## config.mk

```make
export PLATFORM = sky130hd
export DESIGN_NAME = shift_iter_unit
export DESIGN_NICKNAME = d
export VERILOG_FILES = /design/src/rtl/shift_pkg.sv /design/src/rtl/shift_stage.sv /design/src/rtl/shift_iter_unit.sv
export SDC_FILE = /design/constraint.sdc
export NUM_CORES = 1
export LEC_CHECK = 0
export CORE_MARGIN = 2
export CORE_UTILIZATION = 45
export CTS_CLUSTER_SIZE = 14
export DETAILED_ROUTE_END_ITERATION = 6
export GPL_TIMING_DRIVEN = 0
export PLACE_DENSITY = 0.67
export SLEW_MARGIN = 40
export SYNTH_ARGS = -nofsm -noshare
export SYNTH_HDL_FRONTEND = slang
export SYNTH_SLANG_ARGS = --single-unit
```

## constraint.sdc

```tcl
create_clock -name clk -period 3.5 [get_ports clk]
set_input_delay 0.7 -clock clk [delete_from_list [all_inputs] [get_ports clk]]
set_output_delay 0.7 -clock clk [all_outputs]
set_load 0.05 [all_outputs]
```

## src/rtl/shift_pkg.sv

```systemverilog
// shift_pkg
// Shared definitions for the iterative right shifter/rotator.
//   WIDTH       : operand width (power of two)
//   SHW         : shift-amount width, also the number of shift stages
//   KW          : width of the stage counter that indexes the SHW stages
//   state_t     : control FSM states
//   SEL_FILL    : stage upper bits come from the replicated fill bit
//   SEL_ROTATE  : stage upper bits come from the low data bits (rotate)
package shift_pkg;

    localparam int WIDTH = 32;
    localparam int SHW   = $clog2(WIDTH);
    localparam int KW    = $clog2(SHW);

    typedef enum logic [1:0] {
        IDLE,
        SHIFT,
        DONE
    } state_t;

    localparam logic SEL_FILL   = 1'b0;
    localparam logic SEL_ROTATE = 1'b1;

endpackage

```

## src/rtl/shift_stage.sv

```systemverilog
// shift_stage
// One logarithmic right-shift stage of fixed distance DIST. It is purely
// combinational. When the enable is low the data passes through unchanged.
// Ports:
//   data     in  WIDTH : stage input data
//   fill_bit in  1     : bit replicated into the vacated upper bits
//   rot_sel  in  1     : SEL_ROTATE wraps the low DIST bits to the top
//   enable   in  1     : apply this stage's shift
//   result   out WIDTH : stage output
module shift_stage
    import shift_pkg::*;
#(
    parameter int DIST = 1
) (
    input  logic [WIDTH-1:0] data,
    input  logic             fill_bit,
    input  logic             rot_sel,
    input  logic             enable,
    output logic [WIDTH-1:0] result
);

    logic [DIST-1:0] upper;

    always_comb begin
        upper = (rot_sel == SEL_ROTATE) ? data[DIST-1:0] : {DIST{fill_bit}};
        if (enable) begin
            result = {upper, data[WIDTH-1:DIST]};
        end else begin
            result = data;
        end
    end

endmodule

```

## src/rtl/shift_iter_unit.sv

```systemverilog
// shift_iter_unit
// Multi-cycle 32-bit right shifter/rotator. One logarithmic stage
// (distance 1, 2, 4, 8, 16) is applied per clock. The latency is fixed and
// does not depend on the shift amount.
// Ports:
//   clk       in  1     : clock, rising edge
//   rst_n     in  1     : asynchronous active-low reset
//   in_valid  in  1     : request present
//   in_ready  out 1     : request can be accepted (IDLE only)
//   in_data   in  WIDTH : operand
//   in_amt    in  SHW   : shift distance
//   in_sra    in  1     : arithmetic shift (fill with operand MSB)
//   in_rotate in  1     : rotate right, takes priority over in_sra
//   out_valid out 1     : result present
//   out_ready in  1     : consumer takes the result
//   out_data  out WIDTH : result (the data register)
//   busy      out 1     : operation in progress or result held
module shift_iter_unit
    import shift_pkg::*;
(
    input  logic             clk,
    input  logic             rst_n,
    input  logic             in_valid,
    output logic             in_ready,
    input  logic [WIDTH-1:0] in_data,
    input  logic [SHW-1:0]   in_amt,
    input  logic             in_sra,
    input  logic             in_rotate,
    output logic             out_valid,
    input  logic             out_ready,
    output logic [WIDTH-1:0] out_data,
    output logic             busy
);

    state_t           state;
    logic [WIDTH-1:0] data_q;
    logic [SHW-1:0]   amt_q;
    logic             rot_q;
    logic             fill_q;
    logic [KW-1:0]    k_q;

    logic [WIDTH-1:0] stage_out [SHW];
    logic [WIDTH-1:0] stage_sel;

    // One stage instance per distance 2^g. Each stage sees the current data
    // register, and its enable is the matching bit of the captured amount.
    for (genvar g = 0; g < SHW; g++) begin : g_stage
        shift_stage #(
            .DIST(1 << g)
        ) u_stage (
            .data     (data_q),
            .fill_bit (fill_q),
            .rot_sel  (rot_q),
            .enable   (amt_q[g]),
            .result   (stage_out[g])
        );
    end

    assign stage_sel = stage_out[k_q];
    assign out_data  = data_q;

    // The handshake outputs are registered alongside the state, so no input
    // reaches an output combinationally.
    always_ff @(posedge clk or negedge rst_n) begin
        if (!rst_n) begin
            state     <= IDLE;
            data_q    <= '0;
            amt_q     <= '0;
            rot_q     <= SEL_FILL;
            fill_q    <= 1'b0;
            k_q       <= '0;
            in_ready  <= 1'b1;
            out_valid <= 1'b0;
            busy      <= 1'b0;
        end else begin
            case (state)
                IDLE: begin
                    if (in_valid) begin
                        data_q   <= in_data;
                        amt_q    <= in_amt;
                        rot_q    <= in_rotate ? SEL_ROTATE : SEL_FILL;
                        // The fill bit is taken from the original operand and
                        // never from intermediate shifted data.
                        fill_q   <= in_sra & in_data[WIDTH-1];
                        k_q      <= '0;
                        state    <= SHIFT;
                        in_ready <= 1'b0;
                        busy     <= 1'b1;
                    end
                end
                SHIFT: begin
                    // A disabled stage passes data through, so the register
                    // is written on every stage edge.
                    data_q <= stage_sel;
                    if (k_q == KW'(SHW - 1)) begin
                        // Hold k on the last stage so it never indexes past
                        // the final stage.
                        state     <= DONE;
                        out_valid <= 1'b1;
                    end else begin
                        k_q <= k_q + KW'(1);
                    end
                end
                DONE: begin
                    if (out_ready) begin
                        state     <= IDLE;
                        out_valid <= 1'b0;
                        busy      <= 1'b0;
                        in_ready  <= 1'b1;
                    end
                end
                default: begin
                    state     <= IDLE;
                    out_valid <= 1'b0;
                    busy      <= 1'b0;
                    in_ready  <= 1'b1;
                end
            endcase
        end
    end

endmodule
```

==> results_dict.tcl, run 1 <==
set metrics [dict create \
    hold_ws_ps 277.8 \
    coreArea_sq_mm 0.008806 \
    hold_buffers 0 \
    grt_most_used_layer "met2" \
    synth-edff-count 0 \
    min_period_over_period_pct 90.63 \
    core.rowCount 34 \
    dieHeight_um 99.73 \
    max-slew-margin-rel_pct 56.82 \
    io_pins 78 \
    clock_sinks 47 \
    cts_htree_levels 2 \
    yosysMostFrequentCell "dfrtp_1" \
    synth_commonest_cells "dfrtp_1, nand2_1, and3b_1" \
    cp-startpoint "k_q[1]" \
    grt_max_degree 26 \
    cp-endpoint "out_data[7]" \
    post_cts_resized 0 \
    gp_congestion 0.9744 \
    syn_area_per_cell_sq_um 9.309 \
    cp_data_required_time_ps 3690 \
    dpl.hpwl_um 12080 \
    end_kind "flop" \
    fmax_mhz 315.3 \
    drc 0 \
    ant_nets 0 \
    die_area_sq_mm 0.009946 \
    layout-drive-gt1-share_pct 17.01 \
    drv_cap 0 \
    antenna_cells 0 \
    routed_via_density 6.736 \
    nets 575 \
    clock_skew_ps 17.28 \
    grt_util_met3_pct 7.168 \
    synth_seq_cells 47 \
    synthTopCellsByArea "dfrtp_1, mux2_4, and3b_1" \
    preCtsSetupSlack_ps 419.6 \
    met2_usage_pct 49.17 \
    rr_endpoint "out_data[7]" \
    grt_pass1_wl_um 24630 \
    timing.rr.start "k_q[1]" \
    overflow 0 \
    numPortBuffers 77 \
    ys_types 60 \
    slew_violations 0 \
    drt_wl_total_um 16060 \
    syn-num-nets 490 \
    grt_pass1_vias 4093 \
    critPathArrivalTime_ps 3360 \
    period_minus_slack_ps 3172 \
    die_width_um 99.73 \
    hold_class "primary input to async pin" \
    hold_viol 0 \
    syn_inst 443 \
    cts_buffers 5 \
    yosys_warnings 0 \
    cp_max_fo 11 \
    wl_per_cell_um 25.21 \
    use_met1_pct 46.78 \
    drt_iter0_drc 398 \
    path_clk_slew_ps 110 \
    r2r_slack_ps 330 \
    yosys.area.top_type_share_pct 27.91 \
    insertion_delay_ps 310 \
    r2r_cells 9 \
    crit_type "flop to flop" \
    root_buffer "clkbuf_8" \
    startpoint_type "flop" \
    grt_antenna_before_repair 0 \
    nFillCells 798 \
    drtPass1Iterations 7 \
    setup_tns_ps 0 \
    vias 4291 \
    syn_to_final_growth_pct 25.21 \
    postCtsSetupBuffers 0 \
    cts.path.max_buffers 2 \
    dominantRegCellSynth "dfrtp_1" \
    netlist_area_sq_mm 0.004124 \
    fin_ws_ps 327.9 \
    grt_setup_unrepaired "no" \
    initial_core_util_pct 46.83 \
    cts_tree "built" \
    synth_top_area_cell "dfrtp_1" \
    setup_viol 0 \
    worst_slew_pin_slew_ps 640.8 \
    grtUsageTotal_pct 32.75 \
    status "finished, final reports clean" \
    async_flop_share_pct 100.0 \
    seq_area_frac_synth_pct 28.55 \
]
[cell families after synthesis]
group | Yosys count | synth area share (%)
compound gates | 138 | 23.70
fa+ha+maj | 4 | 1.214
buf+inv | 51 | 6.614
flops | 47 | 28.55
mux | 48 | 16.57
simple gates | 155 | 23.36
[sequential cells by signal, indices dropped and copies added (netlist names)]
| signal | flops |
|---|---|
| state | 2 |
| out_valid | 1 |
| fill_q | 1 |
| k_q | 3 |
| in_ready | 1 |
| rot_q | 1 |
| busy | 1 |
| out_data | 32 |
| amt_q | 5 |
[layer usage]
layer	part of all wire (%)	routed length, um	vias to the layer above
met5	0	0	-
met4	3.2	508	0
met3	9.8	1577	40
met2	44	7071	297
met1	43	6900	2074
li1	-	-	1880
[layout by cell type (no fill, tap or decap), drive strengths merged, types with 2 or more instances in the layout]
cell type	synthesis	final
a22o	3	3
a221oi	15	15
nand2b	6	6
and2b	2	2
o221ai	3	3
a21oi	18	18
nor2	18	18
and2	3	3
mux4	5	5
a211o	2	2
nand3	9	9
nand3b	2	2
or3	3	3
dfrtp	46	46
o31ai	8	8
a311oi	4	4
clkbuf	18	23
nor2b	6	6
and3	30	30
inv	6	7
a211oi	9	9
nor3	2	2
mux2i	6	6
buf	27	29
nand4bb	2	2
nand2	37	37
mux2	37	37
ha	4	4
clkdlybuf4s50	0	76
o21ai	29	29
a31oi	20	20
a22oi	7	7
a221o	4	4
and3b	31	31
o211ai	6	6
[critical path, stage by stage (launching register included)]
cell and delay (ps):
dfrtp_1 530, buf_2 300, inv_2 140, buf_1 320, ha_1 370, nor2b_1 190, o41a_4 510, nor2_8 190
buf_12 180, mux2_4 310
[how the worst min path moves through the flow]
stage	to	startpoint	slack (ps)	cells after the start
after floorplan	amt_q[0]	rst_n	400	0
after CTS	busy	rst_n	290	1
after detailed placement	busy	busy	510	1
final	out_data[26]	rst_n	280	1
after global routing	out_data[26]	rst_n	290	1
after global placement	busy	busy	510	1
[cell type report]
class | count | area (sq um) | share of cell area, %
tap | 108 | 135.1 | 2.617
multi-input combinational | 345 | 2674 | 51.78
timing repair buffer | 78 | 788.3 | 15.27
clock buffer | 5 | 68.82 | 1.333
sequential | 47 | 1177 | 22.80
buffer | 45 | 250.2 | 4.846
inverter | 6 | 22.52 | 0.4362
clock inverter | 3 | 47.55 | 0.9208
[through the flow]
step | util, % | cell area (sq um) | std cells
2_1_floorplan | - | 4124 | 443
3_3_place_gp | 57.12 | 5030 | 628
3_5_place_dp | 57.32 | 5047 | 629
4_1_cts | 58.64 | 5164 | 637
5_1_grt | 58.64 | 5164 | 637
6_report | 58.64 | 5164 | 637
Power of run 1 is not shown: default switching activity piles up to over one toggle a cycle in this logic, so the estimate is an artifact.
==> inputs of run 2 (changes only) <==
--- a/config.mk
+++ b/config.mk
@@ -5,12 +5,11 @@
 export SDC_FILE = /design/constraint.sdc
 export NUM_CORES = 1
 export LEC_CHECK = 0
-export CORE_MARGIN = 2
-export CORE_UTILIZATION = 45
+export CORE_UTILIZATION = 40
 export CTS_CLUSTER_SIZE = 14
 export DETAILED_ROUTE_END_ITERATION = 6
 export GPL_TIMING_DRIVEN = 0
-export PLACE_DENSITY = 0.67
+export PLACE_DENSITY = 0.6
 export SLEW_MARGIN = 40
 export SYNTH_ARGS = -nofsm -noshare
 export SYNTH_HDL_FRONTEND = slang
==> results_dict.tcl, run 2 (synthesis results as in run 1) <==
set metrics [dict create \
    status "finished, final reports clean" \
    ant_nets 0 \
    syn_to_final_growth_pct 25.09 \
    root_buffer "clkbuf_8" \
    end_kind "flop" \
    layout-drive-gt1-share_pct 16.45 \
    nets 575 \
    worst_path_max_delay_cell "dfrtp_1" \
    postCtsSetupBuffers 0 \
    startpoint_type "flop" \
    drtPass1Iterations 5 \
    io_pins 78 \
    fmax_mhz 308.4 \
    crit_type "flop to flop" \
    cp_data_required_time_ps 3710 \
    grt_max_degree 27 \
    final_cell_mix "clkdlybuf4s50_1, dfrtp_1, nand2_1, and3b_1, and3_1" \
    critPathArrivalTime_ps 3450 \
    critical_path.cell_chain "buf_2, inv_2, buf_1, ha_1, nor2b_1, o41a_4, nor2_8, buf_12, mux2_4" \
    die_area_sq_mm 0.01072 \
    drv_cap 0 \
    vias 4272 \
    wl_met3_um 1536 \
    path_clk_slew_ps 90 \
    cts_htree_levels 2 \
    cp_max_fo 11 \
    largest_reg_flops 32 \
    gp_congestion 0.9465 \
    worst_path_largest_cell_delay_ps 540 \
    overflow 0 \
    grt_pass1_wl_um 25070 \
    insertion_delay_ps 310 \
    drc 0 \
    nFillCells 943 \
    wl_met1_um 7124 \
    post_cts_resized 0 \
    die_width_um 103.5 \
    setup_tns_ps 0 \
    core.rowCount 36 \
    max-slew-margin-rel_pct 53.54 \
    drt_wl_total_um 16410 \
    dieHeight_um 103.5 \
    worst_slew_pin_slew_ps 689.3 \
    cts_tree "built" \
    hold_class "primary input to async pin" \
    cts.path.max_buffers 2 \
    antenna_cells 0 \
    cts_buffers 5 \
    wl_met2_um 7086 \
    dpl.hpwl_um 12230 \
    drt_iter0_drc 318 \
    slew_violations 0 \
    min_period_over_period_pct 92.64 \
    initial_core_util_pct 41.81 \
    hold_viol 0 \
    grt_antenna_before_repair 0 \
    grt_pass1_vias 4081 \
    grt_setup_unrepaired "no" \
    hold_buffers 0 \
    clock_sinks 47 \
    final_common_cell "clkdlybuf4s50_1" \
    grtUsageTotal_pct 30.94 \
    coreArea_sq_mm 0.009864 \
    clock_skew_ps 9.885 \
    setup_viol 0 \
    numPortBuffers 77 \
    routed_via_density 6.453 \
    wl_per_cell_um 24.78 \
    top_layer_used "met4" \
    period_minus_slack_ps 3242 \
]
run 2: cell count changes in the layout (fill, tap and decap cells not counted):
cell,before,now
clkbuf_1,18,21
inv_6,1,0
clkinv_4,1,0
bufinv_16,1,0
run 2: layer usage:
layer  up-vias  global-route usage (%)
met5         -                       0
met4         0                   13.66
met3        57                   7.426
met2       254                   45.16
met1      2086                   43.19
li1       1875                       -
run 2: final timing paths:
kind                            depth (start not counted)   start  slack [ps]          end
worst min-delay path                                    1   rst_n         260  out_data[7]
worst min register to register                          1    busy         520         busy
max in group asynchronous                               2   rst_n        2700     in_ready
min in group clk                                        1    busy         520         busy
worst max-delay path                                    9  k_q[1]         260  out_data[8]
worst max register to register                          9  k_q[1]         260  out_data[8]
run 2: cell type report:
type / count / area [sq um] / area share [%]
Multi-Input combinational cell: 345 / 2674 / 51.83
Sequential cell: 47 / 1177 / 22.82
Timing Repair Buffer: 78 / 788.3 / 15.28
Buffer: 45 / 250.2 / 4.851
Tap cell: 133 / 166.4 / 3.226
Clock buffer: 8 / 80.08 / 1.552
Inverter: 6 / 22.52 / 0.4366
run 2: critical path: cells and delay by family (launching register included):
kind / cells / cell delay (ps)
buf+inv: 4 / 1020
mux: 1 / 310
fa+ha+maj: 1 / 390
simple gates: 2 / 360
flops: 1 / 540
compound gates: 1 / 510
run 2: through the flow:
stage | hold slack [ps] | cells | instance area (sq um) | setup WS (ps) | util [%]
after floorplan | 404.4 | 443 | 4124 | 962.9 | -
after CTS | 276.1 | 662 | 5159 | 409.3 | 52.30
after global placement | 507.4 | 653 | 5061 | 259.2 | 51.31
after detailed placement | 513.4 | 654 | 5079 | 413.2 | 51.48
after global routing | 281.9 | 662 | 5159 | 177.4 | 52.30
final | 264.3 | 662 | 5159 | 257.7 | 52.30
Power of run 2 is left out for the same reason.
